`src/rtl/wb_arb_pkg.sv`:
```
// wb_arb_pkg: shared types for the register-file write-port arbiter.
//   arb_state_e : arbiter FSM states (IDLE, PEND, FORCE)
//   entry_t     : one queued mul/div result {live, wa, wd}
//   REG_ZERO    : architectural zero register, never written
package wb_arb_pkg;

    typedef enum logic [1:0] {
        IDLE,
        PEND,
        FORCE
    } arb_state_e;

    typedef struct packed {
        logic        live;
        logic [4:0]  wa;
        logic [31:0] wd;
    } entry_t;

    localparam logic [4:0] REG_ZERO = 5'd0;

endpackage

```
`src/rtl/wb_port_arbiter_if.sv`:
```
// wb_port_arbiter_if: bus bundle between the pipeline / mul-div unit and the
// register-file write-port arbiter.
//   pipe_we/pipe_wa/pipe_wd : writeback stage write request
//   md_valid/md_wa/md_wd    : mul/div result offer, md_ready = FIFO not full
//   rf_we/rf_wa/rf_wd       : register-file write port (registered)
//   stall_req               : freeze IF..MEM so queued results can drain
//   md_pending              : at least one live queued mul/div result
// Modports: master = requesters/consumers side, slave = arbiter side.
interface wb_port_arbiter_if;

    logic        pipe_we;
    logic [4:0]  pipe_wa;
    logic [31:0] pipe_wd;
    logic        md_valid;
    logic [4:0]  md_wa;
    logic [31:0] md_wd;
    logic        md_ready;
    logic        rf_we;
    logic [4:0]  rf_wa;
    logic [31:0] rf_wd;
    logic        stall_req;
    logic        md_pending;

    modport master (
        output pipe_we, pipe_wa, pipe_wd, md_valid, md_wa, md_wd,
        input  md_ready, rf_we, rf_wa, rf_wd, stall_req, md_pending
    );

    modport slave (
        input  pipe_we, pipe_wa, pipe_wd, md_valid, md_wa, md_wd,
        output md_ready, rf_we, rf_wa, rf_wd, stall_req, md_pending
    );

endinterface

```
`src/rtl/wb_arb_fifo.sv`:
```
// wb_arb_fifo: small circular FIFO of mul/div results with per-entry kill.
//   clk, rst_n      : clock, asynchronous active-low reset (empties FIFO)
//   push/push_entry : enqueue at tail (caller guarantees not full)
//   pop             : dequeue head (caller guarantees not empty)
//   kill/kill_wa    : clear live on every stored entry with wa == kill_wa;
//                     an entry pushed in the same cycle is not affected
//   head            : current head entry (valid when !empty)
//   full/empty      : occupancy flags; empty_next = empty after this cycle
//   any_live        : at least one stored entry is still live
module wb_arb_fifo
    import wb_arb_pkg::*;
#(
    parameter int unsigned DEPTH = 2
) (
    input  logic       clk,
    input  logic       rst_n,
    input  logic       push,
    input  entry_t     push_entry,
    input  logic       pop,
    input  logic       kill,
    input  logic [4:0] kill_wa,
    output entry_t     head,
    output logic       full,
    output logic       empty,
    output logic       empty_next,
    output logic       any_live
);

    localparam int unsigned PW = $clog2(DEPTH);
    localparam logic [PW-1:0] PTR_ONE  = PW'(1);
    localparam logic [PW:0]   CNT_ONE  = (PW + 1)'(1);
    localparam logic [PW:0]   CNT_FULL = (PW + 1)'(DEPTH);

    entry_t        mem [DEPTH];
    logic [PW-1:0] rd_ptr;
    logic [PW-1:0] wr_ptr;
    logic [PW:0]   cnt;

    always_ff @(posedge clk or negedge rst_n) begin
        if (!rst_n) begin
            for (int i = 0; i < DEPTH; i++) begin
                mem[i] <= '0;
            end
            rd_ptr <= '0;
            wr_ptr <= '0;
            cnt    <= '0;
        end else begin
            if (kill) begin
                for (int i = 0; i < DEPTH; i++) begin
                    if (mem[i].wa == kill_wa) begin
                        mem[i].live <= 1'b0;
                    end
                end
            end
            // Popped slots are marked dead so any_live only sees occupied entries.
            if (pop) begin
                mem[rd_ptr].live <= 1'b0;
                rd_ptr           <= rd_ptr + PTR_ONE;
            end
            // Written last so a same-cycle push is never killed.
            if (push) begin
                mem[wr_ptr] <= push_entry;
                wr_ptr      <= wr_ptr + PTR_ONE;
            end
            cnt <= cnt + (push ? CNT_ONE : '0) - (pop ? CNT_ONE : '0);
        end
    end

    always_comb begin
        any_live = 1'b0;
        for (int i = 0; i < DEPTH; i++) begin
            any_live = any_live | mem[i].live;
        end
    end

    assign head       = mem[rd_ptr];
    assign full       = (cnt == CNT_FULL);
    assign empty      = (cnt == '0);
    assign empty_next = !push && (empty || ((cnt == CNT_ONE) && pop));

endmodule

```
`src/rtl/wb_port_arbiter.sv`:
```
// wb_port_arbiter: shares the register-file write port between the in-order
// writeback stage (always wins) and queued mul/div results.
//   clk, rst_n : clock, asynchronous active-low reset
//   bus        : wb_port_arbiter_if.slave (pipe_*, md_*, rf_*, stall_req, md_pending)
// Parameters: DEPTH (FIFO entries, power of 2, >= 2),
//             STARVE_LIMIT (denied head cycles before stall_req, >= 1).
// Optional feature macro WB_ARB_BYPASS_EN: with an empty FIFO and no pipe
// request, a valid mul/div result goes straight to the port without queueing.
module wb_port_arbiter
    import wb_arb_pkg::*;
#(
    parameter int unsigned DEPTH        = 2,
    parameter int unsigned STARVE_LIMIT = 4
) (
    input logic              clk,
    input logic              rst_n,
    wb_port_arbiter_if.slave bus
);

    localparam int unsigned CW = $clog2(STARVE_LIMIT + 1);
    localparam logic [CW-1:0] STARVE_ONE = CW'(1);
    localparam logic [CW-1:0] STARVE_MAX = CW'(STARVE_LIMIT);

    logic        pipe_req;
    logic        bypass;
    logic        push;
    logic        pop;
    logic        grant_head;
    entry_t      push_entry;
    entry_t      head;
    logic        full;
    logic        empty;
    logic        empty_next;
    logic        any_live;

    logic        we_d;
    logic [4:0]  wa_d;
    logic [31:0] wd_d;

    arb_state_e  state_q;
    logic [CW-1:0] starve_q;
    logic        stall_q;
    logic        rf_we_q;
    logic [4:0]  rf_wa_q;
    logic [31:0] rf_wd_q;

    assign pipe_req = bus.pipe_we && (bus.pipe_wa != REG_ZERO);

`ifdef WB_ARB_BYPASS_EN
    assign bypass = empty && !pipe_req && bus.md_valid;
`else
    assign bypass = 1'b0;
`endif

    assign push       = bus.md_valid && !full && !bypass;
    assign grant_head = !empty && head.live && !pipe_req;
    // Dead heads leave without the port, even while the pipe owns it.
    assign pop        = !empty && (!head.live || !pipe_req);

    always_comb begin
        push_entry      = '0;
        push_entry.live = (bus.md_wa != REG_ZERO);
        push_entry.wa   = bus.md_wa;
        push_entry.wd   = bus.md_wd;
    end

    wb_arb_fifo #(
        .DEPTH(DEPTH)
    ) u_fifo (
        .clk       (clk),
        .rst_n     (rst_n),
        .push      (push),
        .push_entry(push_entry),
        .pop       (pop),
        .kill      (pipe_req),
        .kill_wa   (bus.pipe_wa),
        .head      (head),
        .full      (full),
        .empty     (empty),
        .empty_next(empty_next),
        .any_live  (any_live)
    );

    always_comb begin
        we_d = 1'b0;
        wa_d = rf_wa_q;
        wd_d = rf_wd_q;
        if (pipe_req) begin
            we_d = 1'b1;
            wa_d = bus.pipe_wa;
            wd_d = bus.pipe_wd;
        end else if (grant_head) begin
            we_d = 1'b1;
            wa_d = head.wa;
            wd_d = head.wd;
        end else if (bypass && (bus.md_wa != REG_ZERO)) begin
            we_d = 1'b1;
            wa_d = bus.md_wa;
            wd_d = bus.md_wd;
        end
    end

    always_ff @(posedge clk or negedge rst_n) begin
        if (!rst_n) begin
            state_q  <= IDLE;
            starve_q <= '0;
            stall_q  <= 1'b0;
            rf_we_q  <= 1'b0;
            rf_wa_q  <= '0;
            rf_wd_q  <= '0;
        end else begin
            rf_we_q <= we_d;
            rf_wa_q <= wa_d;
            rf_wd_q <= wd_d;
            if (empty_next) begin
                state_q  <= IDLE;
                starve_q <= '0;
                stall_q  <= 1'b0;
            end else begin
                case (state_q)
                    IDLE: begin
                        state_q  <= PEND;
                        starve_q <= '0;
                    end
                    PEND: begin
                        // In PEND a head that is not popped was live and denied.
                        if (pop) begin
                            starve_q <= '0;
                        end else if (starve_q + STARVE_ONE == STARVE_MAX) begin
                            state_q  <= FORCE;
                            starve_q <= '0;
                            stall_q  <= 1'b1;
                        end else begin
                            starve_q <= starve_q + STARVE_ONE;
                        end
                    end
                    FORCE: begin
                        stall_q <= 1'b1;
                    end
                    default: begin
                        state_q  <= IDLE;
                        starve_q <= '0;
                        stall_q  <= 1'b0;
                    end
                endcase
            end
        end
    end

    assign bus.rf_we      = rf_we_q;
    assign bus.rf_wa      = rf_wa_q;
    assign bus.rf_wd      = rf_wd_q;
    assign bus.stall_req  = stall_q;
    assign bus.md_ready   = !full;
    assign bus.md_pending = any_live;

endmodule

```
`src/flat_wrapper.sv`:
```
// flat-port wrapper written by rule: the top's interface ports become plain ports
module wb_port_arbiter_flat import wb_arb_pkg::*;
#(
    parameter int unsigned DEPTH        = 2,
    parameter int unsigned STARVE_LIMIT = 4
)
  (clk, rst_n, bus_pipe_we, bus_pipe_wa, bus_pipe_wd, bus_md_valid, bus_md_wa, bus_md_wd, bus_md_ready, bus_rf_we, bus_rf_wa, bus_rf_wd, bus_stall_req, bus_md_pending);
  wb_port_arbiter_if bus_i ();
  input logic clk;
  input logic rst_n;
  input wire logic [$bits(bus_i.pipe_we)-1:0] bus_pipe_we;
  input wire logic [$bits(bus_i.pipe_wa)-1:0] bus_pipe_wa;
  input wire logic [$bits(bus_i.pipe_wd)-1:0] bus_pipe_wd;
  input wire logic [$bits(bus_i.md_valid)-1:0] bus_md_valid;
  input wire logic [$bits(bus_i.md_wa)-1:0] bus_md_wa;
  input wire logic [$bits(bus_i.md_wd)-1:0] bus_md_wd;
  output wire logic [$bits(bus_i.md_ready)-1:0] bus_md_ready;
  output wire logic [$bits(bus_i.rf_we)-1:0] bus_rf_we;
  output wire logic [$bits(bus_i.rf_wa)-1:0] bus_rf_wa;
  output wire logic [$bits(bus_i.rf_wd)-1:0] bus_rf_wd;
  output wire logic [$bits(bus_i.stall_req)-1:0] bus_stall_req;
  output wire logic [$bits(bus_i.md_pending)-1:0] bus_md_pending;
  assign bus_i.pipe_we = bus_pipe_we;
  assign bus_i.pipe_wa = bus_pipe_wa;
  assign bus_i.pipe_wd = bus_pipe_wd;
  assign bus_i.md_valid = bus_md_valid;
  assign bus_i.md_wa = bus_md_wa;
  assign bus_i.md_wd = bus_md_wd;
  assign bus_md_ready = bus_i.md_ready;
  assign bus_rf_we = bus_i.rf_we;
  assign bus_rf_wa = bus_i.rf_wa;
  assign bus_rf_wd = bus_i.rf_wd;
  assign bus_stall_req = bus_i.stall_req;
  assign bus_md_pending = bus_i.md_pending;
  wb_port_arbiter #(.DEPTH(DEPTH), .STARVE_LIMIT(STARVE_LIMIT)) u_core (.clk(clk), .rst_n(rst_n), .bus(bus_i));
endmodule
```
`config.mk`:
```
export PLATFORM = sky130hd
export DESIGN_NAME = wb_port_arbiter_flat
export DESIGN_NICKNAME = d
export VERILOG_FILES = /design/src/rtl/wb_arb_pkg.sv /design/src/rtl/wb_port_arbiter_if.sv /design/src/rtl/wb_arb_fifo.sv /design/src/rtl/wb_port_arbiter.sv /design/src/flat_wrapper.sv
export SDC_FILE = /design/constraint.sdc
export NUM_CORES = 1
export LEC_CHECK = 0
export CORE_MARGIN = 4
export CORE_UTILIZATION = 55
export DETAILED_ROUTE_END_ITERATION = 8
export HOLD_SLACK_MARGIN = 0.12
export PLACE_DENSITY_LB_ADDON = 0.1
export SETUP_SLACK_MARGIN = 0.2
export SYNTH_ARGS = -nofsm -noshare
export SYNTH_HDL_FRONTEND = slang
export SYNTH_SLANG_ARGS = --single-unit
```
`constraint.sdc`:
```
create_clock -name clk -period 5.3 [get_ports clk]
set_clock_uncertainty 0.05 [all_clocks]
set_input_delay 1.59 -clock clk [delete_from_list [all_inputs] [get_ports clk]]
set_output_delay 1.59 -clock clk [all_outputs]
set_load 0.01 [all_outputs]
```
Yosys cells after proc, flatten, opt, wreduce, memory -nomap -nowiden --
Cells that the tools add are included.
Storage, ports and cells: word-level logic and storage cells 96, output and inout port bits 41, flip-flop bits (word level) 124
Operators by class: reduce and logical (&&, ||, !) cells 23, bitwise operators 3, add/sub/neg operators 5, equality and inequality tests 11, muxes and demuxes 35, order comparisons 4
Operators by type and width (number):
- two-way mux 38 bit | 5
- bitwise mux 76 bit | 2
- two-way mux 76 bit | 2
- demux 38 bit (select 1 bit) | 2
- two-way mux 32 bit | 2
- two-way mux 1 bit | 11
- == test 5 bit | 2
- two-way mux 5 bit | 2
- nonzero test 5 bit | 2
- logical AND 1 bit | 9
- two-way mux 3 bit | 3
- two-way mux 2 bit | 3
- one-hot mux 2 bit (3 select lines) | 1
- one-hot mux 3 bit (2 select lines) | 1
- AND reduction 3 bit | 2
- zero test 1 bit | 5
- == test 2 x 1 -> 1 bit (second input constant) | 2
- == test 2 bit (second input constant) | 2
- greater-or-equal comparator 2 bit (second input constant) | 2
- zero test 2 bit | 2
- < comparator 2 x 1 -> 1 bit (second input constant) | 2
- != test 2 x 1 -> 1 bit (second input constant) | 2
- inverter 1 -> 2 bit | 2
- adder 3 x 1 -> 3 bit (second input constant) | 1
- other kinds (10) | 12

Logic depth before layout (Yosys ltp) --
Gate-level depths: netlist of the first run.
depth in word-level cells 12, depth in mapped cells 9, depth with buffers taken out 8

Cells and area by module --
From an unflattened synthesis of the first run, not the netlist that was laid out.
Second synthesis, totals: cell total of the unflattened synthesis 456, area total of the unflattened synthesis 5888.1 um2
By module, submodules not included:
- wb_arb_fifo | instances 1, area each 3669.8 um2, cells each 240, seq. area each 2001.9 um2
- wb_port_arbiter | instances 1, area each 2218.4 um2, cells each 216, seq. area each 1101.1 um2

Worst setup path after synthesis of the first run --
Ideal clock, no wire load.
path kind input to register, from input bus_pipe_wa[0], to register u_core.u_fifo.cnt[1], path buffers 1, required time 5170 ps, setup slack 1769 ps, data arrival time 3401 ps, stages on the path 9, cells stage by stage or4_4 > o21a_1 > buf_2 > a21oi_2 > ha_1 > inv_1 > ha_1 > xnor2_1 > xnor2_1
Between the ends: cells in the longest elaborated chain, start to end 7
Ends and longest elaborated chain:
- start, declared | RTL line flat_wrapper.sv:12 | input wire logic [$bits(bus_i.pipe_wa)-1:0] bus_pipe_wa;
- nonzero test 5 bit | RTL line wb_port_arbiter.sv:47 | assign pipe_req = bus.pipe_we && (bus.pipe_wa != REG_ZERO);
- logical AND 1 bit | RTL line wb_port_arbiter.sv:47
- zero test 1 bit | RTL line wb_port_arbiter.sv:58 | assign pop = !empty && (!head.live || !pipe_req);
- logical OR 1 bit | RTL line wb_port_arbiter.sv:58
- logical AND 1 bit | RTL line wb_port_arbiter.sv:58
- named net u_core.pop | RTL line wb_port_arbiter.sv:27 | logic pop;
- two-way mux 1 bit | RTL line wb_arb_fifo.sv:65 | cnt <= cnt + (push ? CNT_ONE : '0) - (pop ? CNT_ONE : '0);
- subtractor 2 x 1 -> 2 bit | RTL line wb_arb_fifo.sv:65
- end signal, assigned | RTL line wb_arb_fifo.sv:65
- end, declared | RTL line wb_arb_fifo.sv:37 | logic [PW:0] cnt;
The timed path passes the listed nets, and every way through them passes these cells. A chain may end at the register's enable or synchronous reset.

Worst setup path in the final report of the first run --
Same ends and word-level chain as after synthesis.

==> results of run 1 <==
[placed cells by master, fill, tap and decap left out, types with 6 or more instances in the layout]
cell             count
clkbuf_16           16
buf_4                7
dfrtp_1            123
clkdlybuf4s50_1    117
ha_1                 8
mux2_2              76
nor2_1               8
nand2_1             81
mux2i_1             39
xor2_1               8
xnor2_1              6
o21ai_0             76
[power breakdown]
part / total [uW] / switching [uW] / internal, uW
logic: 1790 / 839 / 948
registers: 1670 / 266 / 1400
clock network: 1060 / 389 / 667
[area by class of cell]
cell class | count | area [um^2] | area share [%]
repair buffers | 124 | 1220 | 16.3
inverters | 3 | 11.3 | 0.150
clock buffers | 25 | 484 | 6.45
clock inverters | 7 | 62.6 | 0.833
well taps | 133 | 166 | 2.22
flip-flops and latches | 124 | 3100 | 41.3
multi-input cells | 335 | 2460 | 32.7
[how the worst max path moves through the flow]
| stage | slack, ps | to | from |
|---|---|---|---|
| after floorplan | 1770 | u_core.u_fifo.cnt[1] | bus_pipe_wa[0] |
| after global placement | 1160 | u_core.u_fifo.cnt[1] | bus_pipe_wa[0] |
| after detailed placement | 1090 | u_core.u_fifo.cnt[1] | bus_pipe_wa[0] |
| after CTS | 1560 | u_core.u_fifo.cnt[1] | bus_pipe_wa[0] |
| after global routing | 1400 | u_core.u_fifo.cnt[1] | bus_pipe_wa[0] |
| final | 1530 | u_core.u_fifo.cnt[1] | bus_pipe_wa[0] |
[layer usage]
| metal | global-route usage, % | wire, um | up-vias |
|---|---|---|---|
| met1 | 28.0 | 5430 | 2078 |
| li1 | - | - | 1947 |
| met5 | 0 | 0 | - |
| met2 | 40.1 | 6720 | 95 |
| met4 | 8.37 | 201 | 0 |
| met3 | 6.93 | 702 | 19 |
[state kept, by name, indices dropped and copies added (netlist names), 2 cells and up]
name               cells
u_core.starve_q        3
u_core.u_fifo.mem     76
u_core.bus.rf_wd      32
u_core.bus.rf_wa       5
u_core.state_q         2
u_core.u_fifo.cnt      2
[stage by stage]
step | worst slack (ps) | power [uW] | utilization (%) | hold WS (ps)
floorplan | 1770 | 2800 | - | 410
global placement | 1160 | 3360 | 70.3 | 436
detailed placement | 1090 | 3450 | 70.3 | 443
CTS | 1560 | 4550 | 75.8 | 455
global route | 1400 | 4810 | 75.8 | 466
finish | 1530 | 4510 | 75.8 | 453
[logic make-up after synthesis]
| kind of cell | Yosys count |
|---|---|
| AOI/OAI and AO/OA | 89 |
| xor gates and xnor gates | 14 |
| adders and majority gates | 8 |
| buffers and inverters | 35 |
| DFF | 124 |
| muxes | 115 |
| and+or+nand+nor | 109 |
[critical path: cells and delay by family]
family | cells | cell delay [ps]
buffers and inverters | 2 | 550
adders and majority gates | 2 | 430
and+or+nand+nor | 1 | 590
AOI/OAI and AO/OA | 2 | 660
xor gates and xnor gates | 2 | 330
==> flow_summary.toml, run 1 <==
[status]
status = "complete, no violations"

[synth]
syn_avg_cell_area_um2 = 11.5
synth_top_family_by_area = "multiplexers"
ys.warnings.count = 0
synth_cell_type_count = 33
synth-edff-count = 0
synth.area.mux_share_pct = 21.9
synth_area_um2 = 5690
yosysMostFrequentCell = "dfrtp_1"
synth_fa_ha_area_share_pct = 1.76
synth_flop_cell = "dfrtp_1"
yosys.area_share.simple_pct = 8.24
synth_compound_area_share_pct = 8.93
synth_top_area_cell = "dfrtp_1"
syn_nets = 580
async_reset_ff_share_pct = 100
synth_top_area_share_pct = 54.5
synthTopCellsByArea = "dfrtp_1 55%, mux2_2 15%, mux2i_1 6.9%"
ys_seq_elements = 124
synthXorXnorAreaFrac_pct = 2.15
ys_seq_area_share_pct = 54.5
netlist_instances = 494
synth_common_cells = "124 x dfrtp_1, 81 x nand2_1, 76 x mux2_2, 76 x o21ai_0, 39 x mux2i_1"

[floorplanning]
rows = 36
die_w_um = 110
die-area_um2 = 12000
die_h_um = 110
io_pins = 119
start_util_pct = 57.4
coreArea_um2 = 9910

[timing]
achievable-frequency_mhz = 265
fin_tns_setup_ps = 0
fin_crit_sh_pct = 71.1
hold_viol_final = 0
relSlewSlack_pct = 30.3
slew_violations = 0
finalSetupViolations = 0
fin_crit_ps = 3770
worst_pin_slew_ps = 1050
rsz0062_at_grt = "no"

[global_routing]
grt_overflow = 0
grt_antenna_before_repair = 0
grt_use_total_pct = 23.4
grt_pass1_vias = 4398
grt_max_degree = 63
grt_first_pass_wirelength_um = 21300

[detailed_routing]
viasPerCell = 5.51
dr.pass1.iters = 4
drcViolationCount = 0
drt-total-wl_um = 13100
ant_nets = 0
dr_total_vias = 4139
routedWlPerCell_um = 17.4
initialDrtViolationCount = 183

[setup_path]
crit_path_max_incr_delay_ps = 590
cp_slowest_cell = "or4_4"
crit_fanout = 24
r2r_slack_ps = 2790
cp-end-kind = "flop"
cp-start-kind = "primary input"
setup.worst_path.class = "in2reg"
path_cells = "clkdlybuf4s50_1 -> or4_4 -> o21a_2 -> a21oi_2 -> ha_1 -> inv_1 -> ha_1 -> xnor2_1 -> xnor2_1"
worstPathArrival_ps = 4140
rr_worst_depth = 6
cp.required_ps = 5670
reg2reg_to = "u_core.bus.rf_wd[31]"
reg2reg_from = "u_core.u_fifo.rd_ptr"

[cells_and_area]
instances_no_fill = 751
synthToLayoutAreaGrowth_pct = 32.0
antenna_cells = 0
drive_gt1_share_pct = 19.7
final_nets = 691
nFillCells = 690
postLayoutCellArea_um2 = 7510

[min_path]
hold_start = "u_core.u_fifo.mem[39]"
hp-class = "reg2reg"
holdPathStages = 1
hold_end = "u_core.u_fifo.mem[39]"

[clock_tree]
clk_latency_ps = 510
cts.reportedPaths.clkPinSlew_ps = 60
clockBufferDepth = 2
hold_buffers = 0
cts_setup_buffers = 0
cts-root-buf = "clkbuf_8"
cts_made_buffers = 17
htree_levels = 4
cts_tree = "built"
cts_sinks = 124
cts_resized = 0

[place]
io_buffers = 118
postPlaceCellArea_um2 = 6970
numPlacedInstances = 719
gp_congestion = 0.825
dpl.hpwl_um = 8480

[pwr]
p_leak_uw = 0.00325
p_per_area_nw_per_um2 = 600
ir_worst_vdd_v = 0.000407

[run]
drv_cap = 0
Power figures use the tool's default switching activity.
==> run 2, diff against run 1 <==
--- a/config.mk
+++ b/config.mk
@@ -6,7 +6,7 @@
 export NUM_CORES = 1
 export LEC_CHECK = 0
 export CORE_MARGIN = 4
-export CORE_UTILIZATION = 55
+export CORE_UTILIZATION = 46
 export DETAILED_ROUTE_END_ITERATION = 8
 export HOLD_SLACK_MARGIN = 0.12
 export PLACE_DENSITY_LB_ADDON = 0.1
==> constraint.sdc (replaced) <==
create_clock -name clk -period 3.4 [get_ports clk]
set_clock_uncertainty 0.05 [all_clocks]
set_input_delay 1.02 -clock clk [delete_from_list [all_inputs] [get_ports clk]]
set_output_delay 1.02 -clock clk [all_outputs]
set_load 0.01 [all_outputs]
==> flow_summary.toml, run 2 (synthesized netlist as in run 1, its figures left out) <==
[setup_path]
cp-start-kind = "primary input"
cp.required_ps = 3680
setup.worst_path.class = "in2reg"
worstPathArrival_ps = 3160
crit_path_start = "bus_pipe_wa[0]"
crit_fanout = 4
cp-end-kind = "flop"
reg2reg_from = "u_core.state_q[1]"

[cells_and_area]
largest_register_ffs = 76
final_common_cell = "dfrtp_1"
final_nets = 701
regMostFlops = "u_core.u_fifo.mem"
drive_gt1_share_pct = 21.2
synthToLayoutAreaGrowth_pct = 35.5
final_cell_mix = "123 x dfrtp_1, 117 x clkdlybuf4s50_1, 81 x nand2_1"
postLayoutCellArea_um2 = 7710
antenna_cells = 0

[pwr]
power_frac_comb_pct = 39.2
p_per_area_nw_per_um2 = 926
pwr-share-clk_pct = 24.9
p_sw_uw = 2270
p_leak_uw = 0.00334
ir_worst_vdd_v = 0.000439
switching_share_pct = 31.8
internal_power_uw = 4870
pwr-share-seq_pct = 35.9

[detailed_routing]
routedWlPerCell_um = 15.8
drt-total-wl_um = 12500
dr_total_vias = 4105
dr.pass1.iters = 4
initialDrtViolationCount = 160
drcViolationCount = 0
viasPerCell = 5.16
ant_nets = 0

[clock_tree]
cts_sinks = 124
cts_resized = 0
cts.reportedPaths.clkPinSlew_ps = 50
clockBufferDepth = 2
htree_levels = 4
hold_buffers = 0
cts_tree = "built"
cts-root-buf = "clkbuf_16"
cts_setup_buffers = 0
clk_latency_ps = 400
cts_made_buffers = 17

[timing]
rsz0062_at_grt = "no"
finalSetupViolations = 0
fin_crit_sh_pct = 84.7
relSlewSlack_pct = 44.4
setup_slack_ps = 521
worst_pin_slew_ps = 834
fin_crit_ps = 2880
hold_viol_final = 0
achievable-frequency_mhz = 347
fin_tns_setup_ps = 0
slew_violations = 0

[floorplanning]
io_pins = 119
rows = 40
start_util_pct = 47.2
die_h_um = 119
coreArea_um2 = 12100
die_w_um = 119
die-area_um2 = 14200

[global_routing]
grt_max_degree = 64
grt_antenna_before_repair = 0
grt_first_pass_wirelength_um = 21500
grt_overflow = 0
grt_use_total_pct = 18.9
grt_pass1_vias = 4363

[place]
dp_slack_ps = 118
io_buffers = 118
gp_congestion = 0.808
postPlaceCellArea_um2 = 7120
dpl.hpwl_um = 8500

[run]
drv_cap = 0

[min_path]
hold_start = "u_core.u_fifo.mem[1]"
hp-class = "reg2reg"

[status]
status = "complete, no violations"
[run 2: per-layer routing]
layer	GRT usage (%)	up-vias	routed length (um)
met2	30.7	103	6160
li1	-	1970	-
met4	6.30	0	164
met1	23.8	2016	5440
met5	0	-	0
met3	6.17	16	779
[run 2: worst paths after layout]
path	endpoint	slack, ps	cells past startpoint
worst max-delay path	u_core.u_fifo.cnt[1]	520	9
worst min-delay path	u_core.u_fifo.mem[1]	450	1
worst max register to register	u_core.starve_q[2]	1240	7
worst min register to register	u_core.u_fifo.mem[1]	450	1
max in group asynchronous	u_core.u_fifo.mem[13]	1890	2
min in group asynchronous	u_core.u_fifo.mem[65]	660	1
[run 2: power groups by stage]
stage / Sequential [uW] / Combinational [uW] / Clock (uW)
after CTS: 2560 / 2860 / 1820
final: 2560 / 2800 / 1780
after detailed placement: 2580 / 2840 / 0
after global routing: 2660 / 3110 / 1900
after global placement: 2540 / 2790 / 0
after floorplan: 2590 / 1780 / 0
[run 2: cell type report]
cell class / count / area, um^2
fillers: 1004 / 4350
flip-flops and latches: 124 / 3100
multi-input cells: 335 / 2460
repair buffers: 134 / 1340
clock buffers: 25 / 505
well taps: 168 / 210
clock inverters: 7 / 85.1
inverters: 3 / 11.3
[run 2: critical path, cell delays in order]
cell             delay (ps)
clkdlybuf4s50_1         420
or4_4                   570
o21a_2                  260
a21oi_2                 160
ha_1                    240
inv_1                    60
ha_1                    150
xnor2_1                 130
xnor2_1                 130
[run 2: metrics by stage]
step                      std cells  power [uW]  hold slack [ps]  utilization [%]
final                           796        7140              451             63.9
after global routing            796        7670              462             63.9
after CTS                       796        7240              454             63.9
after detailed placement        764        5420              442             59.0
after global placement          764        5330              435             59.0
after floorplan                 494        4370              410                -
==> run 3, diff against run 2 <==
==> constraint.sdc (replaced) <==
create_clock -name clk -period 2.4 [get_ports clk]
set_clock_uncertainty 0.05 [all_clocks]
set_input_delay 0.72 -clock clk [delete_from_list [all_inputs] [get_ports clk]]
set_output_delay 0.72 -clock clk [all_outputs]
set_load 0.01 [all_outputs]
==> flow_summary.toml, run 3 (synthesized netlist as in run 1, its figures left out) <==
[floorplanning]
start_util_pct = 47.2
io_pins = 119
die-area_um2 = 14200
die_h_um = 119
coreArea_um2 = 12100
rows = 40
die_w_um = 119

[place]
gp_congestion = 0.812
io_buffers = 118
dpl.hpwl_um = 8820

[pwr]
ir_worst_vdd_v = 0.000704
p_total_uw = 10300
p_leak_uw = 0.00341
p_per_area_nw_per_um2 = 1310

[detailed_routing]
dr.pass1.iters = 4
drcViolationCount = 0
ant_nets = 0
initialDrtViolationCount = 244
viasPerCell = 5.18
routedWlPerCell_um = 16.3
drt-total-wl_um = 13200
dr_total_vias = 4187

[global_routing]
grt_pass1_vias = 4519
grt_use_total_pct = 19.7
grt_max_degree = 68
grt_first_pass_wirelength_um = 22300
grt_antenna_before_repair = 0
grt_overflow = 0

[min_path]
hp-class = "in2async"

[timing]
worst_pin_slew_ps = 761
achievable-frequency_mhz = 468
slew_violations = 0
fin_crit_sh_pct = 89.1
rsz0062_at_grt = "no"
fin_tns_setup_ps = 0
relSlewSlack_pct = 49.2
fin_crit_ps = 2140
finalSetupViolations = 0
hold_viol_final = 0

[cells_and_area]
antenna_cells = 0
final_cell_mix = "122 x dfrtp_1, 111 x clkdlybuf4s50_1, 81 x nand2_1"
final_common_cell = "dfrtp_1"
nFillCells = 942
drive_gt1_share_pct = 24.6
largest_register_ffs = 76
final_nets = 714
regMostFlops = "u_core.u_fifo.mem"
synthToLayoutAreaGrowth_pct = 38.4

[clock_tree]
cts.reportedPaths.clkPinSlew_ps = 50
cts-root-buf = "clkbuf_16"
clockBufferDepth = 2
clk_latency_ps = 410
cts_made_buffers = 17
htree_levels = 4
cts_sinks = 124
cts_tree = "built"

[setup_path]
crit_fanout = 3
setup.worst_path.class = "in2reg"
cp-start-kind = "primary input"
worstPathArrival_ps = 2420
cp.required_ps = 2680
cp-end-kind = "flop"

[status]
status = "complete, no violations"

[run]
drv_cap = 0
## run 3: final timing paths
check / to / from / depth (start not counted) / slack (ps)
max in group asynchronous: u_core.u_fifo.mem[58] / rst_n / 2 / 1420
min in group clk: u_core.u_fifo.mem[40] / u_core.u_fifo.mem[40] / 1 / 450
worst min-delay path: u_core.u_fifo.mem[68] / rst_n / 1 / 180
worst max register to register: u_core.starve_q[2] / u_core.state_q[0] / 7 / 460
worst max-delay path: u_core.u_fifo.cnt[1] / bus_pipe_wa[4] / 9 / 260
worst min register to register: u_core.u_fifo.mem[40] / u_core.u_fifo.mem[40] / 1 / 450
## run 3: per-layer routing
metal	vias up	part of all wire, %	global-route usage, %
met1	2067	44	24.6
met5	-	0	0
met4	0	1.1	6.30
met3	15	6.3	6.79
li1	1991	-	-
met2	114	48	32.2
## run 3: per-stage QoR
step	hold slack [ps]	instance area, um^2	instances	setup WS, ps	util, %
after CTS	169	7840	808	74.1	65.0
after global routing	184	7880	809	209	65.3
after floorplan	374	5710	494	-185	-
after global placement	436	7230	774	-530	60.0
final	177	7880	809	262	65.3
after detailed placement	442	7230	774	-577	60.0
## run 3: area by class of cell
cell class | count | area (um^2) | share of cell area, %
Sequential cell | 124 | 3110 | 39.4
Multi-Input combinational cell | 335 | 2530 | 32.1
Timing Repair Buffer | 147 | 1450 | 18.4
Clock buffer | 26 | 519 | 6.59
Tap cell | 168 | 210 | 2.67
Clock inverter | 6 | 57.6 | 0.731
Inverter | 3 | 11.3 | 0.143
## run 3: power breakdown
group / internal [uW] / switching [uW]
clock: 1580 / 858
sequential: 3090 / 561
combinational: 2300 / 1910
total: 6980 / 3330
## run 3: critical path, stage by stage
cell and delay [ps]:
clkbuf_2 90, or4_4 550, o21a_4 250, a21oi_4 160, ha_4 220, inv_2 60, ha_4 130, xnor2_2 100
xnor2_1 130
## run 3: what timing repair did
action,in CTS,in global routing
hold buffers,0,0
setup endpoints to repair,29,7
resized for setup,13,13
pin swaps,7,6
setup buffers,2,1
